### config.mk
export PLATFORM = sky130hd
export DESIGN_NAME = layer_sequencer
export DESIGN_NICKNAME = d
export VERILOG_FILES = /design/src/rtl/layer_sequencer.sv
export SDC_FILE = /design/constraint.sdc
export NUM_CORES = 1
export LEC_CHECK = 0
export CAP_MARGIN = 20
export CELL_PAD_IN_SITES_DETAIL_PLACEMENT = 0
export CELL_PAD_IN_SITES_GLOBAL_PLACEMENT = 1
export CORE_MARGIN = 5
export CORE_UTILIZATION = 39
export CTS_BUF_LIST = sky130_fd_sc_hd__clkbuf_8
export DETAILED_ROUTE_END_ITERATION = 10
export GPL_ROUTABILITY_DRIVEN = 0
export PLACE_DENSITY_LB_ADDON = 0.1
export SLEW_MARGIN = 20
export SYNTH_ARGS = -nofsm -noshare
export SYNTH_HDL_FRONTEND = slang
export SYNTH_SLANG_ARGS = --single-unit
### constraint.sdc
create_clock -name clk -period 2.71 [get_ports clk]
set_clock_uncertainty 0.1 [all_clocks]
set_input_delay 0.4065 -clock clk [delete_from_list [all_inputs] [get_ports clk]]
set_output_delay 0.4065 -clock clk [all_outputs]
set_load 0.02 [all_outputs]
### src/rtl/layer_sequencer.sv
// Moore sequencer that steps the shared forward-net datapath through
// LOAD / COMPUTE / DRAIN / WB for each layer, then holds the result for a ready/valid handshake.
//
// state   | meaning
// IDLE    | waiting for start; done pulses here for one cycle after a handshake
// LOAD    | operand register load, accumulator clear
// COMPUTE | accumulate for MAC_CYCLES cycles
// DRAIN   | wait PIPE_DELAY cycles for the shifter/clip pipeline
// WB      | write activation register, advance layer
// OUT     | result valid, waiting for out_ready
module layer_sequencer #(
  parameter int N_LAYERS   = 3,
  parameter int MAC_CYCLES = 6,
  parameter int PIPE_DELAY = 3,
  localparam int LW = (N_LAYERS > 1) ? $clog2(N_LAYERS) : 1
) (
  input  logic          clk,
  input  logic          reset,
  input  logic          start,
  input  logic          abort,
  input  logic          out_ready,
  output logic          busy,
  output logic          sel_feedback,
  output logic          in_reg_en,
  output logic          acc_clr,
  output logic          acc_en,
  output logic          act_reg_en,
  output logic [LW-1:0] layer_idx,
  output logic          out_valid,
  output logic          done
);

  localparam int CNT_MAX_A = (MAC_CYCLES > PIPE_DELAY) ? MAC_CYCLES : PIPE_DELAY;
  localparam int CNT_MAX   = (CNT_MAX_A > 2) ? CNT_MAX_A : 2;
  localparam int CW        = $clog2(CNT_MAX);

  localparam logic [CW-1:0] MAC_LAST   = CW'(MAC_CYCLES - 1);
  localparam logic [CW-1:0] DRAIN_LAST = (PIPE_DELAY > 0) ? CW'(PIPE_DELAY - 1) : '0;
  localparam logic [LW-1:0] LAST_LAYER = LW'(N_LAYERS - 1);

  typedef enum logic [2:0] {
    IDLE    = 3'd0,
    LOAD    = 3'd1,
    COMPUTE = 3'd2,
    DRAIN   = 3'd3,
    WB      = 3'd4,
    OUT     = 3'd5
  } state_t;

  state_t          state_q, state_d;
  logic [CW-1:0]   cnt_q, cnt_d;
  logic [LW-1:0]   layer_q, layer_d;
  logic            done_q, done_d;

  always_ff @(posedge clk) begin
    if (reset) begin
      state_q <= IDLE;
      cnt_q   <= '0;
      layer_q <= '0;
      done_q  <= 1'b0;
    end else begin
      state_q <= state_d;
      cnt_q   <= cnt_d;
      layer_q <= layer_d;
      done_q  <= done_d;
    end
  end

  always_comb begin
    state_d = state_q;
    cnt_d   = cnt_q;
    layer_d = layer_q;
    done_d  = 1'b0;
    if (abort) begin
      state_d = IDLE;
      cnt_d   = '0;
      layer_d = '0;
    end else begin
      case (state_q)
        IDLE: begin
          if (start) begin
            state_d = LOAD;
            layer_d = '0;
          end
        end
        LOAD: begin
          state_d = COMPUTE;
          cnt_d   = '0;
        end
        COMPUTE: begin
          if (cnt_q == MAC_LAST) begin
            cnt_d   = '0;
            state_d = (PIPE_DELAY == 0) ? WB : DRAIN;
          end else begin
            cnt_d = cnt_q + CW'(1);
          end
        end
        DRAIN: begin
          if (cnt_q == DRAIN_LAST) begin
            cnt_d   = '0;
            state_d = WB;
          end else begin
            cnt_d = cnt_q + CW'(1);
          end
        end
        WB: begin
          if (layer_q == LAST_LAYER) begin
            state_d = OUT;
          end else begin
            layer_d = layer_q + LW'(1);
            state_d = LOAD;
          end
        end
        OUT: begin
          // layer_idx returns to 0 so IDLE always presents the reset view
          if (out_ready) begin
            state_d = IDLE;
            layer_d = '0;
            done_d  = 1'b1;
          end
        end
        default: begin
          state_d = IDLE;
          cnt_d   = '0;
          layer_d = '0;
        end
      endcase
    end
  end

  assign busy         = (state_q != IDLE);
  assign sel_feedback = (state_q == LOAD) && (layer_q != '0);
  assign in_reg_en    = (state_q == LOAD);
  assign acc_clr      = (state_q == LOAD);
  assign acc_en       = (state_q == COMPUTE);
  assign act_reg_en   = (state_q == WB);
  assign out_valid    = (state_q == OUT);
  assign layer_idx    = layer_q;
  assign done         = done_q;

endmodule
==> results of run 1 <==
## worst max-delay path: cells and delay by family, from the launching register on
family / cells / cell delay, ns
buf+inv: 1 / 0.61
flops: 1 / 0.49
simple gates: 2 / 0.46
## stage by stage
stage                     util (%)  instances  power (mW)
after floorplan                  -         77      0.1797
after global placement       50.25        102      0.1992
after detailed placement     50.25        102      0.1986
after CTS                    53.24        106      0.3575
after global routing         53.24        106      0.3726
final                        53.24        106      0.3543
## power by group through the flow
stage	Sequential [mW]	Combinational, mW	Clock, mW
global placement	0.146	0.0536	0
detailed placement	0.146	0.0530	0
floorplan	0.139	0.0409	0
CTS	0.143	0.0533	0.161
finish	0.143	0.0525	0.159
global route	0.144	0.0571	0.172
## layer usage
metal / vias to the layer above / GRT usage, %
met4: 0 / 7.860
li1: 306 / -
met5: - / 0
met2: 12 / 20.34
met1: 274 / 15.71
met3: 5 / 3.614
## Yosys cell counts, types with 2 or more instances
master | number | area [µm²]
mux2i_1 | 2 | 20.02
inv_2 | 2 | 7.510
nor2_1 | 6 | 22.52
nand2b_1 | 2 | 12.51
nand2_1 | 4 | 15.01
and4bb_1 | 2 | 25.02
nor3b_1 | 2 | 15.01
a31oi_1 | 2 | 12.51
nand3_1 | 4 | 20.02
a21oi_1 | 7 | 35.03
or3_1 | 2 | 12.51
inv_1 | 4 | 15.01
ha_1 | 2 | 25.02
o21ai_0 | 2 | 10.01
dfxtp_1 | 9 | 180.2
clkbuf_1 | 3 | 11.26
nand3b_1 | 2 | 15.01
buf_4 | 2 | 15.01
## cells by family (layout without fill, tap and decap cells)
kind of cell | Yosys count | after routing | share of synthesized area, %
adder cells (fa/ha/maj) | 2 | 2 | 4.032
buffers and inverters | 12 | 25 | 8.667
AO/OA/AOI/OAI | 20 | 20 | 23.19
AND/OR/NAND/NOR | 31 | 31 | 30.44
flip-flops | 9 | 9 | 29.03
multiplexers | 2 | 2 | 3.226
XOR/XNOR | 1 | 1 | 1.412
## flip-flops by register name (all words and copies together) (netlist names)
| register | flops |
|---|---|
| cnt_q | 3 |
| done | 1 |
| layer_idx | 2 |
| state_q | 3 |
## how the worst max path moves through the flow
stage                         to  slack [ns]
finish              sel_feedback        0.40
global route           out_valid        0.23
CTS                 sel_feedback        0.38
detailed placement       acc_clr        0.64
global placement    sel_feedback        0.66
floorplan              out_valid        0.89
## final cells by class
| cell class | count | share of cell area [%] |
|---|---|---|
| clock buffers | 3 | 5.148 |
| well taps | 16 | 2.496 |
| repair buffers | 15 | 18.41 |
| flip-flops and latches | 9 | 22.46 |
| clock inverters | 1 | 0.4680 |
| multi-input cells | 56 | 48.21 |
| inverters | 6 | 2.808 |
==> summary.md, run 1 <==
| Metric | Value |
|---|---|
| Status | `finished clean` |
| Reg power frac | `40.4%` |
| Pre-antenna DRT Iters | `2` |
| Fmax | `432.0 MHz` |
| RSZ-0062 raised after global routing | `no` |
| Vias in the first global route | `~520` |
| Final setup TNS | `0 ns` |
| Global-route usage over all layers | `a little over an eighth` |
| CTS Buf Count | `3` |
| Final ANT Viol Nets | `0` |
| Max Cap Viol | `0` |
| Setup WS pre-CTS | `0.6433 ns` |
| R2R Setup Slk | `between 0.8 and 0.9 ns` |
| EDFF count, synth | `0` |
| Slew Viols, Final | `0` |
| CTS tree | `done` |
| Critical path origin | `state_q[1]$_SDFFE_PP0P_` |
| Die Span X | `roughly 50 µm` |
| CP Cell Sequence | `nand3b_1 -> nor2_1 -> clkdlybuf4s50_1` |
| Yosys cell types | `36` |
| Cell Area, Synth | `between 600 and 700 µm²` |
| First-pass GRT wire length | `about 2.5 mm` |
| DP Area | `roughly 760 µm²` |
| Slew headroom | `between 50% and 60%` |
| Slowest stage delay, CP | `around 0.61 ns` |
| WL/cell | `13.76 µm` |
| Synth warnings | `0` |
| Register area share after synthesis | `29.03%` |
| Mapped Cells | `77` |
| Slowest CP cell | `clkdlybuf4s50_1` |
| Routed wl met3 | `53 µm` |
| Met1 Routed Length | `about 680 µm` |
| Crit path kind | `reg -> out` |
| WHS | `about 0.38 ns` |
| DP Wirelength | `around 1.0 mm` |
| Starting DRT DRC Count | `6` |
| Comb power frac | `between 10% and 20%` |
| Max H-tree Level | `1` |
| Commonest cells after routing, fill and taps aside | `14 x clkdlybuf4s50_1, 9 x dfxtp_1, 7 x a21oi_1` |
| Area of the multi-input gates | `between 300 and 400 µm²` |
| Die area | `between 0.002 and 0.0025 mm²` |
| Via/cell ratio | `between 5 and 6` |
| WHS Path Cells | `2` |
| Top sig layer | `met4` |
| Async set-reset flop share out of synthesis | `0%` |
| Worst Path Arrival | `roughly 1.8 ns` |
| Yosys reg bits | `9` |
| LEAKAGE | `0.3081 nW` |
| Metal2 WL | `682 µm` |
| # diodes | `0` |
| R2R Path End | `state_q[2]$_SDFFE_PP0P_` |
| # Post-CTS Setup Buffers | `0` |
| Clock network power share | `around 45%` |
| Worst setup SP type | `flip-flop` |
| Core Footprint | `about 0.0015 mm²` |
| Share of layout cells above drive strength 1 | `10.00%` |
| Avg Cell Area, Syn | `8.060 µm²` |
| Initial antenna violation count | `0` |
| Register area | `roughly 180 µm²` |
| Worst Hold Endpoint | `layer_idx[0]$_SDFFE_PP0P_` |
| R2R depth | `5` |
| Crit share post-route | `85.42%` |
| IO Port Bufs | `14` |
| Switch share | `approximately a quarter` |
| Net Switching | `roughly 0.093 mW` |
| Largest net degree at the start of global routing | `19` |
| Worst VDD drop | `about 0.00035 V` |
| CTS Hold Bufs | `0` |
| Min-delay src | `layer_idx[0]$_SDFFE_PP0P_` |
| Final net count | `98` |
| Die span in y | `about 50 µm` |
| Worst min path class | `reg -> reg` |
| CP Data Required Time | `between 2 and 2.5 ns` |
| Worst setup EP type | `output pin` |
| Grt total ovfl | `0` |
| Ys flop type | `dfxtp_1` |
| PnR worst setup slack | `a little under 0.4 ns` |
| Final setup violating endpoints | `0` |
| Final hold violations | `0` |
| Most common cell after layout, fill and taps aside | `clkdlybuf4s50_1` |
| Clock Latency Late Sink | `approximately 0.24 ns` |
| Root buffer cell | `clkbuf_8` |
| R2R Path Start | `state_q[0]$_SDFFE_PP0P_` |
| Routed wire length | `about 1.5 mm` |
| Post-route DRC | `0` |
| FILL cells | `160` |
| Maximum clock path buffer count | `2` |
| Area delta synth->final | `29.23%` |
| PwrDens | `441.8 mW/mm²` |
| Clock Sinks | `9` |
| Final Cell Area | `around 800 µm²` |
| Synth Net Count | `84` |
| Tmin final | `about 2.3 ns` |
| Int Power | `around 0.26 mW` |
| FP Rows | `14` |
| Starting Density | `41.20%` |
| Total I/O pin count | `15` |
| Reg clk slew, reported paths | `0.05 ns` |
| Critical Path Fanout Max | `18` |
| PostCTS Resize Cnt | `0` |
| Worst Tran Pin Value | `just over 0.6 ns` |
| Total number of vias | `between 500 and 600` |
Power figures use the tool's default switching activity.
==> run 2, diff against run 1 <==
--- a/config.mk
+++ b/config.mk
@@ -13,6 +13,7 @@
 export CTS_BUF_LIST = sky130_fd_sc_hd__clkbuf_8
 export DETAILED_ROUTE_END_ITERATION = 10
 export GPL_ROUTABILITY_DRIVEN = 0
+export MAX_ROUTING_LAYER = met4
 export PLACE_DENSITY_LB_ADDON = 0.1
 export SLEW_MARGIN = 20
 export SYNTH_ARGS = -nofsm -noshare
==> constraint.sdc (replaced) <==
create_clock -name clk -period 2.89 [get_ports clk]
set_clock_uncertainty 0.1 [all_clocks]
set_input_delay 0.4335 -clock clk [delete_from_list [all_inputs] [get_ports clk]]
set_output_delay 0.4335 -clock clk [all_outputs]
set_load 0.02 [all_outputs]
==> results of run 2 <==
The final DEF is identical to that of run 1. Status: finished clean.
Main changes from that run: setup slack after placement 0.6433 ns -> 0.7963 ns; overall routing resource usage 13.09% -> 13.43%; setup slack after layout 0.3951 ns -> 0.5481 ns; register-to-register setup slack 0.87 ns -> 1.05 ns; total power 0.3543 mW -> 0.3323 mW; worst IR drop on VDD 0.0003492 V -> 0.0003274 V
